===== src/rtl/id_regfile_sb_pkg.sv =====
// id_regfile_sb_pkg
// Shared constants for the ID-stage register file and its scoreboard.
//   XLEN     : register data width
//   AW       : register address width
//   NREGS    : number of architectural registers (2**AW)
//   ZERO_REG : hard-wired zero register index
package id_regfile_sb_pkg;

    localparam int unsigned XLEN  = 32;
    localparam int unsigned AW    = 5;
    localparam int unsigned NREGS = 32;

    localparam logic [4:0] ZERO_REG = 5'd0;

endpackage


===== src/rtl/id_regfile_sb_board.sv =====
// regfile_sb_board
// Pending-write scoreboard: one busy bit per register, set when an
// instruction that writes it issues, cleared when its write-back lands.
// Also performs the per-port RAW hazard lookup.
// Ports:
//   clk, rst                   : clock, async active-high reset
//   wb_we, wb_waddr            : write-back (clears busy)
//   issue_we, issue_waddr      : issue (sets busy)
//   flush                      : clears every busy bit, drops same-cycle issue
//   raddr1/re1, raddr2/re2     : read ports to check for hazards
//   stall                      : OR of both ports' hazards
//   busy                       : scoreboard vector
module regfile_sb_board #(
    parameter int unsigned AW    = 5,
    parameter int unsigned NREGS = 32
) (
    input  logic             clk,
    input  logic             rst,
    input  logic             wb_we,
    input  logic [AW-1:0]    wb_waddr,
    input  logic             issue_we,
    input  logic [AW-1:0]    issue_waddr,
    input  logic             flush,
    input  logic [AW-1:0]    raddr1,
    input  logic             re1,
    input  logic [AW-1:0]    raddr2,
    input  logic             re2,
    output logic             stall,
    output logic [NREGS-1:0] busy
);
    import id_regfile_sb_pkg::*;

    logic [NREGS-1:0] busy_q;
    logic [NREGS-1:0] busy_nxt;
    logic             hazard1;
    logic             hazard2;

    // Clear before set, so an issue and write-back to the same register in
    // one cycle leaves it busy (the newer instruction owns it).
    always_comb begin
        busy_nxt = busy_q;
        if (flush) begin
            busy_nxt = '0;
        end else begin
            if (wb_we)    busy_nxt[wb_waddr]    = 1'b0;
            if (issue_we) busy_nxt[issue_waddr] = 1'b1;
        end
        busy_nxt[0] = 1'b0;
    end

    always_ff @(posedge clk or posedge rst) begin
        if (rst) busy_q <= '0;
        else     busy_q <= busy_nxt;
    end

    // A same-cycle write-back to the read address is bypassed, so it
    // resolves the hazard instead of causing one.
    always_comb begin
        hazard1 = re1 && (raddr1 != ZERO_REG) && busy_q[raddr1]
                  && !(wb_we && (wb_waddr == raddr1));
        hazard2 = re2 && (raddr2 != ZERO_REG) && busy_q[raddr2]
                  && !(wb_we && (wb_waddr == raddr2));
        stall   = hazard1 || hazard2;
    end

    assign busy = busy_q;

endmodule


===== src/rtl/id_regfile_sb.sv =====
// id_regfile_sb
// Register-file responder for the decoder's two read ports. Holds the 32
// integer registers (x0 hard-wired to zero), serves both ports
// combinationally with write-back bypass, and raises stall_o on RAW hazards
// via the pending-write scoreboard.
// Ports:
//   clk, rst                      : clock, async active-high reset
//   reg1_raddr_i/re_i/rdata_o     : read port 1
//   reg2_raddr_i/re_i/rdata_o     : read port 2
//   wb_we_i, wb_waddr_i, wb_wdata_i : write-back
//   issue_we_i, issue_waddr_i     : destination of instruction leaving ID
//   flush_i                       : clears all pending marks
//   stall_o                       : RAW hazard, ID must hold
//   busy_o                        : scoreboard vector (debug)
module id_regfile_sb #(
    parameter int unsigned XLEN  = 32,
    parameter int unsigned AW    = 5,
    parameter int unsigned NREGS = 32
) (
    input  logic             clk,
    input  logic             rst,
    input  logic [AW-1:0]    reg1_raddr_i,
    input  logic             reg1_re_i,
    output logic [XLEN-1:0]  reg1_rdata_o,
    input  logic [AW-1:0]    reg2_raddr_i,
    input  logic             reg2_re_i,
    output logic [XLEN-1:0]  reg2_rdata_o,
    input  logic             wb_we_i,
    input  logic [AW-1:0]    wb_waddr_i,
    input  logic [XLEN-1:0]  wb_wdata_i,
    input  logic             issue_we_i,
    input  logic [AW-1:0]    issue_waddr_i,
    input  logic             flush_i,
    output logic             stall_o,
    output logic [NREGS-1:0] busy_o
);
    import id_regfile_sb_pkg::*;

    logic [XLEN-1:0] regs [NREGS];

    always_ff @(posedge clk or posedge rst) begin
        if (rst) begin
            for (int unsigned i = 0; i < NREGS; i++) regs[i] <= '0;
        end else if (wb_we_i && (wb_waddr_i != ZERO_REG)) begin
            regs[wb_waddr_i] <= wb_wdata_i;
        end
    end

    function automatic logic [XLEN-1:0] read_mux(
        input logic            re,
        input logic [AW-1:0]   raddr,
        input logic [XLEN-1:0] stored,
        input logic            we,
        input logic [AW-1:0]   waddr,
        input logic [XLEN-1:0] wdata
    );
        if (!re || (raddr == ZERO_REG)) return '0;
        if (we && (waddr == raddr))     return wdata;
        return stored;
    endfunction

    // Gated by rst so a write-back presented during reset cannot leak
    // through the bypass path.
    always_comb begin
        reg1_rdata_o = '0;
        reg2_rdata_o = '0;
        if (!rst) begin
            reg1_rdata_o = read_mux(reg1_re_i, reg1_raddr_i, regs[reg1_raddr_i],
                                    wb_we_i, wb_waddr_i, wb_wdata_i);
            reg2_rdata_o = read_mux(reg2_re_i, reg2_raddr_i, regs[reg2_raddr_i],
                                    wb_we_i, wb_waddr_i, wb_wdata_i);
        end
    end

    regfile_sb_board #(
        .AW    (AW),
        .NREGS (NREGS)
    ) u_board (
        .clk         (clk),
        .rst         (rst),
        .wb_we       (wb_we_i),
        .wb_waddr    (wb_waddr_i),
        .issue_we    (issue_we_i),
        .issue_waddr (issue_waddr_i),
        .flush       (flush_i),
        .raddr1      (reg1_raddr_i),
        .re1         (reg1_re_i),
        .raddr2      (reg2_raddr_i),
        .re2         (reg2_re_i),
        .stall       (stall_o),
        .busy        (busy_o)
    );

endmodule


===== config.mk =====
export PLATFORM = sky130hd
export DESIGN_NAME = id_regfile_sb
export DESIGN_NICKNAME = d
export VERILOG_FILES = /design/src/rtl/id_regfile_sb_pkg.sv /design/src/rtl/id_regfile_sb_board.sv /design/src/rtl/id_regfile_sb.sv
export SDC_FILE = /design/constraint.sdc
export NUM_CORES = 2
export LEC_CHECK = 0
export BUFFER_PORTS_ARGS = -buffer_cell sky130_fd_sc_hd__buf_2
export CAP_MARGIN = 20
export CORE_MARGIN = 2
export CORE_UTILIZATION = 52
export CTS_CLUSTER_DIAMETER = 200
export DETAILED_ROUTE_END_ITERATION = 10
export PLACE_DENSITY = 0.73
export SYNTH_ARGS = -nofsm -noshare
export SYNTH_HDL_FRONTEND = slang
export SYNTH_SLANG_ARGS = --single-unit

===== constraint.sdc =====
create_clock -name clk -period 44.1 [get_ports clk]
set_input_delay 2.205 -clock clk [delete_from_list [all_inputs] [get_ports clk]]
set_output_delay 2.205 -clock clk [all_outputs]
set_load 0.005 [all_outputs]

## Word-level counts from Yosys, hierarchy flattened

Index checks and enable logic that the tools add are counted.

| word-level totals | value |
|---|---|
| output and inout bits | 97 |
| bits in registers | 1055 |

| operators by class | value |
|---|---|
| eq/ne operators | 2 |
| magnitude comparators | 10 |
| muxes and demuxes | 41 |
| reductions and logical operators | 24 |
| bitwise operators | 6 |

Operators with widths:

| cell | number |
|---|---|
| bitwise mux 1024 bit | 1 |
| 2-to-1 mux 32 bit | 19 |
| binary-select mux 32 bit (select 5 bit) | 2 |
| demux 32 bit (select 5 bit) | 1 |
| bitwise AND 32 bit | 1 |
| inverter 32 bit | 1 |
| bitwise OR 32 bit | 1 |
| less-than comparator 5 x 6 -> 1 bit (second input constant) | 4 |
| greater-or-equal comparator 6 bit (second input constant) | 3 |
| inverter 5 -> 6 bit | 3 |
| nonzero test 5 bit | 3 |
| 2-to-1 mux 1 bit | 14 |
| logical AND 1 bit | 12 |
| binary-select mux 1 bit (select 5 bit) | 2 |
| demux 1 bit (select 5 bit) | 2 |
| == test 5 bit | 2 |
| greater-or-equal comparator 5 x 1 -> 1 bit (second input constant) | 2 |
| zero test 5 bit | 2 |
| less-than comparator 6 x 1 -> 1 bit (second input constant) | 1 |
| zero test 1 bit | 4 |
| logical OR 1 bit | 3 |

## Logic depth before layout (Yosys ltp)

| logic depth | value |
|---|---|
| word-level depth | 11 |
| gate-level depth with buffers | 9 |
| depth with buffers taken out | 5 |

## Cells and area by module

From an unflattened synthesis, not the netlist that was laid out.

| unflattened totals | value |
|---|---|
| cell total of the unflattened synthesis | 4103 |
| area total of the unflattened synthesis | 57530.2 um^2 |

By module, submodules not included:

| module | instances | cells an instance | area an instance (um^2) |
|---|---|---|---|
| id_regfile_sb | 1 | 3879 | 55406.9 |
| regfile_sb_board | 1 | 224 | 2123.3 |

## Worst setup path before layout

OpenSTA, ideal clock, no wires.

| timing | value |
|---|---|
| kind | input to output |
| from | input port rst |
| to | output port reg1_rdata_o[10] |
| data arrival time | 26.632 ns |
| cell stages on the path | 6 |
| slack | 15.263 ns |
| buffers on the path | 1 |
| required time | 41.895 ns |
| cells stage by stage | inv_1 -> o211a_1 -> o211ai_2 -> buf_2 -> a211oi_1 -> a211o_1 |

| on the way | value |
|---|---|
| word-level cells in the longest chain between the ends | 1 |

Ends and longest elaborated chain:

| element | line | source |
|---|---|---|
| start, declared | id_regfile_sb.sv:21 | `input logic rst,` |
| 2-to-1 mux 32 bit | id_regfile_sb.sv:67 | `if (!rst) begin` |
| end, declared | id_regfile_sb.sv:24 | `output logic [XLEN-1:0] reg1_rdata_o,` |

No other way between the ends.

## Worst setup path after layout

| timing | value |
|---|---|
| from | input port reg1_raddr_i[0] |
| to | output port reg1_rdata_o[6] |

| on the way | value |
|---|---|
| word-level cells in the longest chain between the ends | 8 |

Ends and longest elaborated chain:

| element | line | source |
|---|---|---|
| start, declared | id_regfile_sb.sv:22 | `input logic [AW-1:0] reg1_raddr_i,` |
| branches (longest 6 deep; another with binary-select mux 32 bit (select 5 bit)) | -- |  |
| 2-to-1 mux 32 bit (*) | id_regfile_sb.sv:58 | `if (we && (waddr == raddr)) return wdata;` |
| 2-to-1 mux 32 bit (*) | id_regfile_sb.sv:67 |  |

Mark *: on every way between the ends. The select of a mux whose other input is x is not followed.

==> summary.md <==
| Metric | Value |
|---|---|
| Crit path time final | 8.71 ns |
| Tot Pwr | 2.74 mW |
| Worst skew pair latency | 0.73 ns |
| 1st-iter DRT viols | about 3800 |
| R2R depth | 2 |
| Flops & latches, synth | around 1100 |
| Largest net degree at the start of global routing | approximately 180 |
| I/O pins | 156 |
| Outcome | completed |
| Root Driver | clkbuf_16 |
| CP arrival | 6.50 ns |
| Worst slew margin | 0.271 |
| Area delta synth->final | 8.99% |
| Slowest cell on crit path | buf_4 |
| Synth Cell Area | roughly 0.057 sq mm |
| Die H | 335 um |
| Netlist cell types | 51 |
| PD cells | ~44 mW/mm^2 |
| GRT Resource Usage Total | 0.304 |
| Post-synthesis sequential area ratio | 0.463 |
| Synth Net Count | 4041 |
| Total Nets Final | 3932 |
| Clock Sink Count | 1055 |
| Setup TNS | 0 ns |
| Routed WL per cell | 31.6 um |
| Hold Startpoint | regs[1016]$_DFFE_PP0P_ |
| Drt first pass iters | 7 |
| I/O Buffers | around 150 |
| Area contributors post-synth | dfrtp_1 (46%), mux2_2 (17%), mux4_2 (16%) |
| CTS tree | yes |
| Most area-hungry cell type in the Yosys netlist | dfrtp_1 |
| Ys Warns | 0 |
| Hold Crit Depth | 0 |
| Worst path top cell family by delay | buffers and inverters |
| VDD IR max | 31.3 uV |
| Critical Path RT | 41.90 ns |
| RR Endpoint | u_board.busy[18]$_DFF_PP0_ |
| Vias per cell | about 7 |
| Startpoint Class | input pin |
| Unrepaired setup endpoints after global routing | no |
| CTS max path bufs | 3 |
| TritonCTS Buffers | 112 |
| Syn Area/Cell | approximately 14 sq um |
| Max Cap Violations | 0 |
| Final setup violating endpoints | 0 |
| Final WL | 170 mm |
| Depth of the CTS H-tree | 3 |
| Hpwl dp | around 92 mm |
| Setup bufs post-CTS | 0 |
| Grt ovf | 0 |
| Slew Limit Fails | 0 |
| Share of layout cells above drive strength 1 | 0.432 |
| Fillers | 8503 |
| R2R setup slack | 43.26 ns |
| Reg-to-reg startpoint | u_board.busy[18]$_DFF_PP0_ |
| Slowest cell delay on critical path | 0.72 ns |
| CP Cell Sequence | buf_8 -> buf_4 -> buf_4 -> buf_4 -> mux4_2 -> nor2b_1 -> a211oi_1 -> a211oi_1 -> a211o_1 -> buf_2 |
| Post-cts resize count | 0 |
| Residual DRC count | 0 |
| Fmax | 0.115 GHz |
| Post-synth EDFFs | 0 |
| Hold Path Sink | regs[1016]$_DFFE_PP0P_ |
| Crit Path Class | input pin to output port |
| Antenna Nets Post-Route | 0 |
| Ys flop type | dfrtp_1 |
| Core area | 0.109 sq mm |
| First-pass GRT wire length | about 250 mm |
| Antenna violations before repair | 11 |
| Top cell type's share of synthesized area | 0.463 |
| CP Buf/Inv Count | 5 |
| Gpl congestion | ~0.83 |
| Gate Count Post-Synth | between 3000 and 4000 |
| Rows | 121 |
| Worst-path clk slew | around 0.06 ns |
| Setup Skew | 0 ns |
| Worst Path Max Fanout | 78 |
| CP endpoint kind | output port |
| Min-Delay Path Class | flip-flop to flip-flop |
| Post-layout util | 0.571 |
| Hold Fails Final Rpt | 0 |
| Effective utilization at floorplan | 0.524 |
| Worst slew pin tran | 1.09 ns |
| Die Footprint | between 0.1 and 0.15 sq mm |
| LEAKAGE | between 20 and 30 nW |
| Crit path top cell by count | buf_4 |
| Period utilization | 0.197 |
| Die width | 335 um |
| Hold buffers post-CTS | 0 |
| Via count | ~38000 |
| Vias in the first global route | 38300 |
| Async S/R FF share, synth | 1.00 |
-- how the worst max path moves through the flow --
stage	start	to	slack, ns	cells past startpoint
finish	reg1_raddr_i[0]	reg1_rdata_o[6]	35.39	10
global route	reg1_raddr_i[0]	reg1_rdata_o[8]	35.09	10
CTS	reg1_raddr_i[0]	reg1_rdata_o[6]	35.34	10
detailed placement	reg1_raddr_i[0]	reg1_rdata_o[6]	35.33	10
global placement	reg1_raddr_i[0]	reg1_rdata_o[6]	35.36	10
floorplan	rst	regs[0]$_DFFE_PP0P_	12.18	1
-- placed cells by master, fill, tap and decap left out, types with 57 or more instances in the layout --
cell type | netlist | layout
nand2_1 | 72 | 57
buf_4 | 24 | 85
buf_2 | 168 | 145
clkbuf_16 | 0 | 112
a211oi_1 | 95 | 95
a22oi_1 | 109 | 109
mux2_2 | 850 | 850
dfrtp_1 | 1055 | 1055
mux2_1 | 143 | 143
mux2i_1 | 321 | 321
a221oi_1 | 64 | 64
o211ai_1 | 60 | 60
mux4_2 | 400 | 400
-- power by group --
| part | internal [mW] | leakage [nW] | switching, mW |
|---|---|---|---|
| Sequential | 1.15 | 13.6 | 0.132 |
| Combinational | 0.308 | 12.0 | 0.215 |
| Clock | 0.534 | 1.81 | 0.407 |
-- stage by stage --
step	worst slack, ns	hold WS, ns	instance area, sq um	cells
after detailed placement	35.33	0.386	58500	5172
after global routing	35.09	0.408	62200	5384
after floorplan	12.18	0.445	57000	3982
after CTS	35.34	0.399	62100	5375
final	35.39	0.398	62200	5385
after global placement	35.36	0.381	58500	5172
-- synth_stat cells (2+ instances only) --
master / n
a22oi_1: 109
inv_1: 3
o211ai_2: 2
nor2_1: 34
buf_4: 24
mux2_1: 143
a211o_1: 32
mux2i_1: 321
o22ai_1: 33
mux4_2: 400
nor2_2: 5
buf_2: 168
o211ai_1: 60
nand3_1: 4
a221oi_1: 64
and3_1: 3
buf_6: 7
mux2_2: 850
nor3_1: 3
o21ai_0: 17
a21oi_1: 50
or4_1: 2
nand2_1: 72
nor3b_1: 8
o21bai_1: 33
nor2b_1: 37
nand3b_1: 5
xor2_1: 4
dfrtp_1: 1055
o21ai_1: 11
clkbuf_1: 215
a32o_1: 32
a211oi_1: 95
buf_1: 48
xnor2_1: 6
and3b_1: 3
nand2b_1: 10
-- registers in the layout (all words and copies together), names as in the netlist --
signal        count
regs           1024
u_board.busy     31
-- layer usage --
| layer | track usage | share of wire | vias to the layer above |
|---|---|---|---|
| met1 | 0.396 | 0.39 | 20100 |
| met2 | 0.493 | 0.48 | 1842 |
| met4 | 0.138 | 0.049 | 0 |
| met5 | 0 | 0 | - |
| li1 | - | - | 15200 |
| met3 | 0.0640 | 0.084 | 497 |
-- cells by family after synthesis --
logic type      Yosys count  synth area share
xor+xnor                 10           0.00154
buf+inv                 466            0.0369
mux                    1714             0.410
compound gates          543            0.0711
simple gates            193            0.0171
other cells               1         0.0000658
flops                  1055             0.463
-- final cells by class --
cell class                 instances  area, sq um  share of cell area
sequential                      1055        26400               0.425
clock inverter                    32          322             0.00517
timing repair buffer             240         1520              0.0245
antenna                            9         22.5            0.000362
inverter                           3         18.8            0.000302
clock buffer                     171         3340              0.0538
tap                             1414         1770              0.0285
multi-input combinational       2461        28800               0.463
(Power assumes the default switching activity.)
